[config.mk]
export PLATFORM = sky130hd
export DESIGN_NAME = uvc_iso_scheduler
export DESIGN_NICKNAME = d
export VERILOG_FILES = /design/src/rtl/uvc_iso_scheduler_pkg.sv /design/src/rtl/uvc_sat_acc.sv /design/src/rtl/uvc_iso_scheduler.sv
export SDC_FILE = /design/constraint.sdc
export NUM_CORES = 1
export LEC_CHECK = 0
export BUFFER_PORTS_ARGS = -buffer_cell sky130_fd_sc_hd__buf_2
export CAP_MARGIN = 0
export CORE_UTILIZATION = 45
export CTS_CLUSTER_SIZE = 25
export DETAILED_ROUTE_END_ITERATION = 6
export MAX_ROUTING_LAYER = met4
export PLACE_DENSITY = 0.67
export SYNTH_ARGS = -nofsm -noshare
export SYNTH_HDL_FRONTEND = slang
export SYNTH_SLANG_ARGS = --single-unit
export TNS_END_PERCENT = 100
[constraint.sdc]
create_clock -name clk -period 4.5 [get_ports clk]
set_input_delay 0.45 -clock clk [delete_from_list [all_inputs] [get_ports clk]]
set_output_delay 0.45 -clock clk [all_outputs]
set_load 0.01 [all_outputs]
[src/rtl/uvc_iso_scheduler_pkg.sv]
// Shared definitions for the isochronous IN scheduler: state encoding,
// packet ceilings and SI byte-counter width.
package uvc_iso_scheduler_pkg;

    localparam int unsigned MAX_PKTS_PER_SI = 48;
    localparam int unsigned ISO_PKT_BYTES   = 1024;
    localparam int unsigned SI_BYTES_W      = 16;
    localparam int unsigned PKT_CNT_W       = 6;
    localparam int unsigned OVR_CNT_W       = 8;

    typedef enum logic [2:0] {
        ST_DISABLED  = 3'd0,
        ST_WAIT_ITP  = 3'd1,
        ST_ACTIVE    = 3'd2,
        ST_EXHAUSTED = 3'd3,
        ST_DRAIN     = 3'd4
    } sched_state_e;

    // Budget request 0 means one packet; anything above the ceiling is clipped.
    function automatic logic [PKT_CNT_W-1:0] clamp_budget(
        input logic [PKT_CNT_W-1:0] req,
        input logic [PKT_CNT_W-1:0] max_pkts
    );
        logic [PKT_CNT_W-1:0] res;
        res = req;
        if (req == '0)
            res = PKT_CNT_W'(1);
        else if (req > max_pkts)
            res = max_pkts;
        return res;
    endfunction

endpackage

[src/rtl/uvc_sat_acc.sv]
// Saturating accumulator with synchronous clear; also exposes the
// would-be next value so a caller can latch "acc + this add" in one cycle.
module uvc_sat_acc #(
    parameter int unsigned W     = 16,
    parameter int unsigned ADD_W = 16
) (
    input  logic             clk,
    input  logic             rst_n,
    input  logic             i_clr,
    input  logic             i_add_en,
    input  logic [ADD_W-1:0] i_add_val,
    output logic [W-1:0]     o_acc,
    output logic [W-1:0]     o_sum_c
);

    logic [W-1:0] r_acc;
    logic [W:0]   w_sum;

    assign w_sum = {1'b0, r_acc} + (W+1)'(i_add_val);

    always_comb begin
        o_sum_c = r_acc;
        if (i_add_en)
            o_sum_c = w_sum[W] ? '1 : w_sum[W-1:0];
    end

    // Clear wins over add: the added value is still visible on o_sum_c.
    always_ff @(posedge clk or negedge rst_n) begin
        if (!rst_n)
            r_acc <= '0;
        else if (i_clr)
            r_acc <= '0;
        else
            r_acc <= o_sum_c;
    end

    assign o_acc = r_acc;

endmodule

[src/rtl/uvc_iso_scheduler.sv]
// Isochronous IN scheduler: gates producer ready to a per-SI packet budget,
// counts bytes per SI and flags commits that fall outside the budget.
module uvc_iso_scheduler
    import uvc_iso_scheduler_pkg::*;
#(
    parameter int unsigned MAX_PKTS = MAX_PKTS_PER_SI,
    parameter int unsigned LEN_W    = 11
) (
    input  logic                  clk,
    input  logic                  rst_n,
    input  logic                  intf_set,
    input  logic [PKT_CNT_W-1:0]  pkts_per_si,
    input  logic                  itp_recieved,
    input  logic                  ep_in_buf_ready,
    output logic                  sched_in_buf_ready,
    input  logic                  prod_wren,
    input  logic                  prod_commit,
    input  logic [LEN_W-1:0]      prod_commit_len,
    output logic                  sched_active,
    output logic [PKT_CNT_W-1:0]  pkts_left,
    output logic [SI_BYTES_W-1:0] si_bytes_sent,
    output logic                  si_bytes_valid,
    output logic [OVR_CNT_W-1:0]  overrun_cnt
);

    sched_state_e r_state, w_state_d;

    logic                  r_open, w_open_d;
    logic                  r_grant, w_grant_d;
    logic                  r_active;
    logic                  r_valid, w_valid_d;
    logic [PKT_CNT_W-1:0]  r_pkts_left, w_pkts_d, w_budget;
    logic [SI_BYTES_W-1:0] r_bytes_sent, w_bytes_d;
    logic [SI_BYTES_W-1:0] w_acc_q, w_acc_sum;
    logic                  w_acc_clr;
    logic                  w_legal, w_illegal;
    logic [OVR_CNT_W-1:0]  w_ovr_q, w_ovr_sum_unused;

    assign w_budget  = clamp_budget(pkts_per_si, PKT_CNT_W'(MAX_PKTS));
    assign w_legal   = prod_commit && r_open && (r_pkts_left != '0);
    assign w_illegal = prod_commit && !w_legal;

    uvc_sat_acc #(
        .W     (SI_BYTES_W),
        .ADD_W (LEN_W)
    ) u_byte_acc (
        .clk       (clk),
        .rst_n     (rst_n),
        .i_clr     (w_acc_clr),
        .i_add_en  (w_legal),
        .i_add_val (prod_commit_len),
        .o_acc     (w_acc_q),
        .o_sum_c   (w_acc_sum)
    );

    uvc_sat_acc #(
        .W     (OVR_CNT_W),
        .ADD_W (1)
    ) u_ovr_acc (
        .clk       (clk),
        .rst_n     (rst_n),
        .i_clr     (1'b0),
        .i_add_en  (w_illegal),
        .i_add_val (1'b1),
        .o_acc     (w_ovr_q),
        .o_sum_c   (w_ovr_sum_unused)
    );

    // Next-state, budget and SI latch decode.
    always_comb begin
        w_state_d = r_state;
        w_pkts_d  = w_legal ? (r_pkts_left - PKT_CNT_W'(1)) : r_pkts_left;
        w_acc_clr = 1'b0;
        w_bytes_d = r_bytes_sent;
        w_valid_d = 1'b0;
        w_open_d  = r_open;
        w_grant_d = 1'b0;

        if (prod_commit)
            w_open_d = 1'b0;
        else if (prod_wren)
            w_open_d = 1'b1;

        case (r_state)
            ST_DISABLED: begin
                if (intf_set)
                    w_state_d = ST_WAIT_ITP;
            end
            ST_WAIT_ITP: begin
                if (!intf_set) begin
                    w_state_d = w_open_d ? ST_DRAIN : ST_DISABLED;
                end else if (itp_recieved) begin
                    w_state_d = ST_ACTIVE;
                    w_pkts_d  = w_budget;
                    w_acc_clr = 1'b1;
                end
            end
            ST_ACTIVE, ST_EXHAUSTED: begin
                if (!intf_set) begin
                    w_state_d = w_open_d ? ST_DRAIN : ST_DISABLED;
                end else if (itp_recieved) begin
                    // A coincident legal commit lands in the SI being closed.
                    w_bytes_d = w_acc_sum;
                    w_valid_d = 1'b1;
                    w_state_d = ST_ACTIVE;
                    w_pkts_d  = w_budget;
                    w_acc_clr = 1'b1;
                end else if (w_pkts_d == '0) begin
                    w_state_d = ST_EXHAUSTED;
                end
            end
            ST_DRAIN: begin
                if (prod_commit)
                    w_state_d = ST_DISABLED;
            end
            default: begin
                w_state_d = ST_DISABLED;
            end
        endcase

        if (w_state_d == ST_DISABLED) begin
            w_pkts_d  = '0;
            w_acc_clr = 1'b1;
        end

        w_grant_d = (w_state_d == ST_ACTIVE) && (w_pkts_d != '0) && !w_open_d;
    end

    always_ff @(posedge clk or negedge rst_n) begin
        if (!rst_n) begin
            r_state      <= ST_DISABLED;
            r_open       <= 1'b0;
            r_grant      <= 1'b0;
            r_active     <= 1'b0;
            r_valid      <= 1'b0;
            r_pkts_left  <= '0;
            r_bytes_sent <= '0;
        end else begin
            r_state      <= w_state_d;
            r_open       <= w_open_d;
            r_grant      <= w_grant_d;
            r_active     <= (w_state_d == ST_ACTIVE) || (w_state_d == ST_EXHAUSTED);
            r_valid      <= w_valid_d;
            r_pkts_left  <= w_pkts_d;
            r_bytes_sent <= w_bytes_d;
        end
    end

    assign sched_in_buf_ready = ep_in_buf_ready && r_grant;
    assign sched_active       = r_active;
    assign pkts_left          = r_pkts_left;
    assign si_bytes_sent      = r_bytes_sent;
    assign si_bytes_valid     = r_valid;
    assign overrun_cnt        = w_ovr_q;

endmodule
==> out/metrics.csv, run 1 <==
stage;metric;value;unit
run_status;status;complete, no violations;
cells_and_area;drive_gt1_share;21.0;%
job;maxCapViolCount;0;
synthesis;synth-seq-cells;53;
global_routing;grt_pass1_vias;2430;
detailed_routing;via_count;2687;
worst_setup_path;slowest_stage;a21oi_2;
sta;hold_violations;0;
cells_and_area;nets;433;
floorplan;rows;30;
detailed_routing;drtPass1Iterations;6;
cells_and_area;areaGrowthSynthToFinish;13.7;%
worst_setup_path;worstPathArrival;2.84;ns
sta;fmax;378;MHz
synthesis;syn_inst;342;
global_routing;grt_pass1_wl;11800;um
worst_setup_path;cp_top_family;compound AO/OA/AOI/OAI gates;
sta;period_minus_slack;2.64;ns
floorplan;die_h;85.5;um
clocking;cts_resized;0;
clocking;cts_tree;done;
floorplan;core_area;6760;um2
sta;setup_ws;1.86;ns
floorplan;start_util;46.5;%
clocking;clock_latency;0.31;ns
detailed_routing;ant_nets;0;
detailed_routing;viasPerCell;5.66;
floorplan;io_pins;57;
cells_and_area;mostFrequentLayoutCell;buf_2;
clocking;clk_pin_slew;0.10;ns
clocking;cts_max_level;2;
power_and_ir_drop;p_leak;1.66;nW
floorplan;fp.dieW;85.5;um
global_routing;gr-total-overflow;0;
sta;finalSetupTns;0;ns
worst_setup_path;crit_type;reg2reg;
worst_setup_path;reg2reg_to;si_bytes_sent[7];
power_and_ir_drop;powerDensity;458;nW/um2
worst_setup_path;r2r_cells;9;
sta;maxSlewHeadroom;51.0;%
synthesis;synthArstFlopShare;100;%
clocking;post_cts_buffers;0;
worst_setup_path;slowest_delay;0.52;ns
synthesis;ys_warn_count;0;
clocking;clock-root-buffer;clkbuf_8;
placement;hpwlAfterDp;4940;um
cells_and_area;final_cell_mix;buf_2 (56), dfrtp_1 (53), nor2_1 (38);
worst_setup_path;critPathCapture;si_bytes_sent[7];
worst_setup_path;r2r_slack;1.86;ns
worst_setup_path;critPathMaxFanout;10;
worst_hold_path;hp-class;in2async;
cells_and_area;fillerInstances;642;
worst_setup_path;critPathBufInv;1;
clocking;numCtsBuffers;5;
clocking;clock-sinks;53;
cells_and_area;n_antenna_cell;0;
sta;post-route-period-util;58.7;%
worst_setup_path;rr_startpoint;u_byte_acc.o_acc[0];
worst_setup_path;start_kind;flip-flop;
clocking;clockBufferDepth;2;
worst_setup_path;required;4.70;ns
synthesis;avgSynthCellArea;9.18;um2
sta;tightestPinTransition;0.735;ns
global_routing;grt_start_max_net_pins;54;
synthesis;synthesis.nets;381;
worst_setup_path;crit_path_cell_trace;ha_1, inv_1, fa_1, nor2b_1, o31a_1, o21ai_2, a21oi_2, nor3_1, o31ai_1;
detailed_routing;wl_per_cell;14.6;um
placement;io_buffer_count;56;
synthesis;ys.flop_type;dfrtp_1;
worst_setup_path;critPathLaunch;u_byte_acc.o_acc[0];
floorplan;die_area;7320;um2
synthesis;yosysUniqueCellTypes;61;
sta;rsz0062_at_grt;false;
global_routing;track_usage;20.8;%
sta;clock_skew;0.00908;ns
clocking;cts_hold_buf;0;
synthesis;syn-cell-area;3140;um2
detailed_routing;drcViolationCount;0;
synthesis;synth_edf_count;0;
detailed_routing;drtIter0Drc;141;
global_routing;antenna_found_initial;0;
sta;drv_slew;0;
sta;setup_viol;0;
power_and_ir_drop;vdd_drop_max;240;uV
worst_setup_path;cp.depth;9;
worst_setup_path;worst_setup_path_end_kind;flip-flop;
detailed_routing;wirelength;6920;um
placement;gp_congestion;0.834;
synthesis;synth.yosys.seq_area_share;42.2;%
placement;pre_cts_ws;1.69;ns
worst min-delay path by stage:
stage | from | to | slack, ns
2_1_floorplan | rst_n | pkts_left[0] | 0.15
3_3_place_gp | si_bytes_sent[1] | si_bytes_sent[1] | 0.46
3_5_place_dp | si_bytes_sent[5] | si_bytes_sent[5] | 0.46
4_1_cts | rst_n | u_ovr_acc.o_acc[4] | 0.28
5_1_grt | rst_n | u_ovr_acc.o_acc[4] | 0.31
6_report | rst_n | u_ovr_acc.o_acc[4] | 0.24
flip-flops by register name (all words and copies together), names as in the netlist:
register	cells
si_bytes_sent	16
u_byte_acc.o_acc	16
u_ovr_acc.o_acc	8
pkts_left	6
r_state	3
r_grant	1
r_open	1
sched_active	1
si_bytes_valid	1
power breakdown:
part / switching [mW] / internal (mW) / total [mW]
Combinational: 0.375 / 0.274 / 0.649
Clock: 0.161 / 0.142 / 0.304
Sequential: 0.0985 / 0.585 / 0.683
synthesized netlist by cell type (all sizes together), types with 3 or more instances:
master	instances	area [um2]
dfrtp	53	1330
nor2	38	143
nand2	31	116
a21oi	29	160
nor3	24	120
o21ai	16	83.8
ha	14	175
inv	14	52.6
nand3	13	65.1
o31ai	10	80.1
buf	8	51.3
xnor2	8	70.1
mux2i	6	60.1
nand4	6	58.8
a211oi	5	42.5
a31oi	5	31.3
clkbuf	5	20.0
nand2b	4	25.0
a211o	3	26.3
a21o	3	22.5
a31o	3	26.3
nor2b	3	18.8
nor3b	3	27.5
o211ai	3	22.5
o21a	3	22.5
final cells by class:
cell class / count / area (um2) / area share, %
clock buffers: 7 / 96.3 / 2.70
multi-input cells: 262 / 1690 / 47.4
clock inverters: 1 / 8.76 / 0.245
well taps: 80 / 100 / 2.80
inverters: 14 / 52.6 / 1.47
flip-flops and latches: 53 / 1330 / 37.2
repair buffers: 58 / 295 / 8.27
logic make-up (layout without fill, tap and decap cells):
kind of cell               count (synthesis)  in the layout  synth area share, %
and+or+nand+nor                          135            135                 21.6
DFF                                       53             53                 42.2
AOI/OAI and AO/OA                         94             94                 20.3
buffers and inverters                     27             80                 3.94
adders and majority gates                 15             15                 6.22
muxes                                      8              8                 2.87
xor gates and xnor gates                  10             10                 2.79
metal layers:
metal	vias up	part of all wire, %	global-route usage, %
li1	1356	-	-
met1	1268	49	29.0
met2	57	46	31.9
met3	6	4.5	3.95
met4	0	1.0	4.55
met5	-	0	-
metrics by stage:
| stage | std cells | utilization [%] | area [um2] | hold slack [ns] | total power, mW |
|---|---|---|---|---|---|
| 5_1_grt | 475 | 52.8 | 3570 | 0.311 | 1.77 |
| 4_1_cts | 475 | 52.8 | 3570 | 0.281 | 1.65 |
| 6_report | 475 | 52.8 | 3570 | 0.237 | 1.64 |
| 3_5_place_dp | 467 | 51.3 | 3460 | 0.463 | 1.35 |
| 3_3_place_gp | 467 | 51.3 | 3460 | 0.457 | 1.33 |
| 2_1_floorplan | 342 | - | 3140 | 0.154 | 1.14 |
No activity file was read; power rests on OpenSTA's default activity.
==> inputs of run 2 (changes only) <==
ABC_AREA = 1   (was not set)
PLACE_DENSITY = 0.66   (was 0.67)
clock period = 2.5 ns   (was 4.5 ns; I/O delays follow)
==> run 2 against run 1 <==
Maximum frequency rose by 17%. Sequential cell count unchanged. Sequential power up 74%. Sequential share of layout area down 1.7 points. Register-to-register slack worse by 1.6 ns. Cell count up 20%. Critical path type unchanged. Synthesized cell count up 20%.
==> out/metrics.csv, run 2 <==
stage;metric;value;unit
cells_and_area;fillerInstances;667;
cells_and_area;nets;510;
clocking;post_cts_buffers;0;
floorplan;die_area;7510;um2
power_and_ir_drop;p_leak;1.98;nW
synthesis;synthArstFlopShare;100;%
worst_setup_path;required;2.73;ns
clocking;clk_pin_slew;0.10;ns
global_routing;grt_start_max_net_pins;31;
worst_setup_path;start_kind;flip-flop;
global_routing;gr-total-overflow;0;
synthesis;synthTopCellsByArea;dfrtp_1 (41%), nand2_1 (11%), inv_1 (6.5%);
worst_setup_path;crit_type;reg2reg;
cells_and_area;final_cell_mix;nand2_1 (96), inv_1 (56), buf_2 (56);
power_and_ir_drop;vdd_drop_max;308;uV
worst_setup_path;worst_setup_path_end_kind;flip-flop;
clocking;clock_latency;0.31;ns
detailed_routing;viasPerCell;4.85;
sta;setup_ws;0.250;ns
sta;period_minus_slack;2.25;ns
worst_hold_path;hp-class;in2reg;
clocking;clockBufferDepth;2;
worst_setup_path;slowest_stage;fa_1;
global_routing;track_usage;20.8;%
synthesis;synth_edf_count;0;
cells_and_area;areaGrowthSynthToFinish;15.9;%
global_routing;grt_pass1_wl;12100;um
cells_and_area;n_antenna_cell;0;
sta;clock_skew;0.0122;ns
clocking;clock-sinks;53;
worst_setup_path;worst_path_most_repeated_cell;nand2_1;
power_and_ir_drop;powerDensity;821;nW/um2
synthesis;avgSynthCellArea;7.87;um2
synthesis;yosysUniqueCellTypes;37;
cells_and_area;drive_gt1_share;20.3;%
clocking;cts_max_level;2;
synthesis;ys.flop_type;dfrtp_1;
sta;drv_slew;0;
detailed_routing;ant_nets;0;
clocking;clock-root-buffer;clkbuf_8;
floorplan;fp.dieW;86.7;um
floorplan;core_area;6870;um2
global_routing;grt_pass1_vias;2721;
synthesis;syn_inst;410;
synthesis;yosysMostFrequentCell;nand2_1;
placement;gp_congestion;0.920;
detailed_routing;drtPass1Iterations;4;
synthesis;synth-seq-cells;53;
global_routing;antenna_found_initial;0;
synthesis;synthesis.nets;449;
worst_setup_path;slowest_delay;0.41;ns
cells_and_area;mostFrequentLayoutCell;nand2_1;
worst_setup_path;worstPathArrival;2.48;ns
cells_and_area;fin_area;3740;um2
floorplan;start_util;47.0;%
clocking;cts_tree;done;
synthesis;syn-cell-area;3230;um2
placement;place_area;3610;um2
floorplan;io_pins;57;
synthesis;ys_warn_count;0;
synthesis;synth_common_cells;nand2_1 (96), inv_1 (56), dfrtp_1 (53), nor2_1 (41), o21ai_0 (32);
clocking;numCtsBuffers;5;
run_status;status;complete, no violations;
sta;finalHoldWorstSlack;0.212;ns
sta;setup_viol;0;
detailed_routing;drtIter0Drc;96;
worst_hold_path;min_path_cells;3;
placement;pre_cts_ws;0.249;ns
sta;post-route-period-util;90.0;%
worst_setup_path;crit_path_cell_trace;ha_1, inv_1, fa_1, o21ai_2, nand4_1, o211ai_2, nand2_1, nand2_2, inv_2, nand2_1, o21ai_1, o21ai_0;
detailed_routing;wl_per_cell;11.8;um
placement;hpwlAfterDp;5270;um
placement;io_buffer_count;56;
sta;maxSlewHeadroom;46.8;%
detailed_routing;drcViolationCount;0;
sta;finalSetupTns;0;ns
floorplan;rows;30;
worst_setup_path;r2r_slack;0.25;ns
sta;rsz0062_at_grt;false;
sta;tightestPinTransition;0.798;ns
power_and_ir_drop;total_power;3.07;mW
job;maxCapViolCount;0;
worst_setup_path;r2r_cells;12;
sta;fmax;444;MHz
worst_setup_path;critPathMaxFanout;8;
detailed_routing;via_count;2752;
floorplan;die_h;86.7;um
sta;hold_violations;0;
synthesis;yosys.area.top_type_share;41.1;%
detailed_routing;wirelength;6730;um
synthesis;yosysTopAreaCell;dfrtp_1;
synthesis;synth.yosys.seq_area_share;41.1;%
## run 2: cell count changes after synthesis, sizes merged, moves of 6 or more
cell and delta:
nand2 +74, inv +45, nor3 -20, o21ai +19, a21oi -18, nand3 +18
nor2 +16, o31ai -10, buf -7, xor2 +7, mux2i -6
## run 2: final cells by class
cell class	instances	area (um2)	share of cell area, %
clock buffers	5	68.8	1.84
repair buffers	59	305	8.17
well taps	96	120	3.21
flip-flops and latches	53	1330	35.5
multi-input cells	293	1650	44.1
inverters	59	226	6.06
clock inverters	3	43.8	1.17
## run 2: kinds of logic after synthesis
family	Yosys count	synth area share (%)
adder cells (fa/ha/maj)	15	6.05
AND/OR/NAND/NOR	202	30.1
buffers and inverters	64	8.10
XOR/XNOR	12	3.26
flip-flops	53	41.1
AO/OA/AOI/OAI	64	11.4
## run 2: repair_timing
action | CTS | global route
endpoints found under the hold margin | 14 | 0
gates resized for setup | 0 | 1
endpoints found under the setup margin | 0 | 3
hold buffers | 1 | 0
## run 2: metal layers
metal / share of wire [%] / GRT usage [%]
met1: 48 / 26.4
met2: 48 / 34.5
met3: 2.8 / 3.33
met4: 1.2 / 5.61
met5: 0 / -
## run 2: path summary, 6_finish.rpt
kind	end	startpoint
max	si_bytes_sent[8]	u_byte_acc.o_acc[0]
min	r_open	prod_wren
max reg2reg	si_bytes_sent[8]	u_byte_acc.o_acc[0]
min reg2reg	si_bytes_sent[6]	si_bytes_sent[6]
max in group asynchronous	si_bytes_sent[15]	rst_n
min in group asynchronous	u_ovr_acc.o_acc[5]	rst_n
## run 2: critical path: cells and delay by family (launching register included)
family	cells	cell delay (ns)
buffers and inverters	2	0.13
flip-flops	1	0.36
adder cells (fa/ha/maj)	2	0.57
AND/OR/NAND/NOR	4	0.48
AO/OA/AOI/OAI	4	0.63
## run 2: report_power, final
group          switching (mW)  internal, mW
sequential              0.151          1.03
combinational           0.793         0.501
clock                   0.290         0.300
## run 2: through the flow
stage	util, %	instances
6_report	54.4	568
5_1_grt	54.4	568
4_1_cts	54.3	568
3_5_place_dp	52.5	559
3_3_place_gp	52.5	559
2_1_floorplan	-	410
==> inputs of run 3 (changes only) <==
ABC_AREA = 0   (was 1)
==> run 3 against run 2 <==
The run now ends with design-rule violations left. Sequential share of layout area up 0.96 points. Combinational power shrank 6%. Routed wire length is 5.9% higher. Final area fell by 2.6%. Die area is 2.6% lower. Register-to-register slack got worse by 0.06 ns. Sequential cell count unchanged. First-iteration DRC count rose by 75%. Non-clock buffer count rose by 8. Maximum frequency fell by 2.5%. Total power down 2.2%. Global-route usage rose by 0.66 points. Largest cell class unchanged.
==> out/metrics.csv, run 3 (synthesized netlist as in run 1, its figures left out) <==
stage;metric;value;unit
cells_and_area;nets;442;
floorplan;core_area;6760;um2
worst_setup_path;slowest_stage;fa_1;
detailed_routing;ant_nets;0;
clocking;clk_pin_slew;0.10;ns
sta;period_minus_slack;2.31;ns
global_routing;antenna_found_initial;0;
worst_setup_path;crit_type;reg2reg;
worst_setup_path;cp_top_family;compound AO/OA/AOI/OAI gates;
clocking;cts_resized;0;
sta;rsz0062_at_grt;false;
detailed_routing;viasPerCell;5.69;
worst_setup_path;required;2.73;ns
power_and_ir_drop;vdd_drop_max;395;uV
clocking;cts_hold_buf;1;
sta;post-route-period-util;92.3;%
worst_setup_path;worst_setup_path_end_kind;flip-flop;
sta;tightestPinTransition;0.521;ns
sta;drv_slew;0;
cells_and_area;mostFrequentLayoutCell;buf_2;
worst_setup_path;worstPathArrival;2.54;ns
clocking;cts_max_level;2;
sta;maxSlewHeadroom;65.2;%
cells_and_area;areaGrowthSynthToFinish;15.9;%
cells_and_area;fin_area;3640;um2
cells_and_area;final_util;53.9;%
run_status;status;finished, violations left;
floorplan;die_h;85.5;um
power_and_ir_drop;p_leak;1.71;nW
clocking;clock-root-buffer;clkbuf_8;
clocking;cts_tree;done;
detailed_routing;via_count;2754;
worst_setup_path;start_kind;flip-flop;
sta;clock_skew;0.00560;ns
placement;hpwlAfterDp;5250;um
sta;setup_viol;0;
detailed_routing;wl_per_cell;14.7;um
detailed_routing;drcViolationCount;1;
sta;setup_ws;0.193;ns
clocking;clock_latency;0.31;ns
cells_and_area;fillerInstances;651;
placement;gp_congestion;0.885;
clocking;clockBufferDepth;2;
placement;place_area;3520;um2
floorplan;io_pins;57;
cells_and_area;drive_gt1_share;22.5;%
floorplan;fp.dieW;85.5;um
floorplan;die_area;7320;um2
worst_setup_path;critPathBufInv;1;
worst_setup_path;critPathMaxFanout;6;
floorplan;start_util;46.5;%
global_routing;track_usage;21.4;%
cells_and_area;n_antenna_cell;0;
floorplan;rows;30;
worst_hold_path;hp-class;in2reg;
clocking;post_cts_buffers;0;
worst_setup_path;slowest_delay;0.40;ns
global_routing;grt_start_max_net_pins;33;
cells_and_area;final_cell_mix;buf_2 (56), dfrtp_1 (53), nor2_1 (38);
clocking;numCtsBuffers;5;
detailed_routing;drtPass1Iterations;6;
placement;io_buffer_count;56;
global_routing;grt_pass1_wl;12200;um
worst_setup_path;crit_path_cell_trace;ha_1, inv_1, fa_1, nor2b_1, o31a_1, o21ai_2, a211o_1, and3_4, o31ai_2;
global_routing;gr-total-overflow;0;
global_routing;grt_pass1_vias;2597;
sta;hold_violations;0;
run_status;violations;design-rule violations;
detailed_routing;drtIter0Drc;168;
sta;fmax;433;MHz
placement;pre_cts_ws;0.212;ns
power_and_ir_drop;powerDensity;825;nW/um2
job;maxCapViolCount;0;
detailed_routing;wirelength;7120;um
clocking;clock-sinks;53;
sta;finalSetupTns;0;ns
run 3: cell types whose count changed in the layout (fill, tap and decap cells not counted), sizes merged, moves of 4 or more:
cell / delta
xnor2: +5
nand3: -18
nor3: +20
inv: -45
nor2: -16
nand2: -74
a21oi: +18
buf: +8
o21ai: -19
xor2: -7
o31ai: +10
nand2b: +4
mux2i: +6
run 3: stage by stage:
step	cells	power, mW	hold WS, ns
CTS	484	3.02	0.163
global route	484	3.21	0.168
detailed placement	475	2.45	0.258
global placement	475	2.43	0.252
finish	484	3.00	0.173
floorplan	342	2.06	-0.0456
run 3: cell type report:
cell class                      count  area, um2  area share (%)
Clock buffer                        7       96.3            2.65
Tap cell                           80        100            2.75
Sequential cell                    53       1330            36.4
Multi-Input combinational cell    262       1690            46.4
Timing Repair Buffer               67        365            10.0
Clock inverter                      1       8.76           0.241
Inverter                           14       52.6            1.44
run 3: worst paths after layout:
kind                                     start              endpoint  slack (ns)  cells past startpoint
min in group asynchronous                rst_n    u_ovr_acc.o_acc[4]        0.43                      2
hold reg to reg              si_bytes_sent[13]     si_bytes_sent[13]        0.48                      2
hold / removal                        intf_set            r_state[2]        0.17                      2
setup reg to reg           u_byte_acc.o_acc[0]     si_bytes_sent[15]        0.19                      9
max in group asynchronous                rst_n  u_byte_acc.o_acc[14]        1.25                      3
setup / recovery           u_byte_acc.o_acc[0]     si_bytes_sent[15]        0.19                      9
run 3: per-layer routing:
layer	routed length, um	track usage, %
met5	0	-
met3	262	3.27
met1	3500	29.6
met2	3280	33.2
met4	80	5.76
run 3: where the power goes:
| part | internal (mW) | switching (mW) | total [mW] |
|---|---|---|---|
| clock network | 0.257 | 0.306 | 0.563 |
| logic | 0.526 | 0.684 | 1.21 |
| registers | 1.05 | 0.176 | 1.23 |
| total | 1.84 | 1.17 | 3.00 |
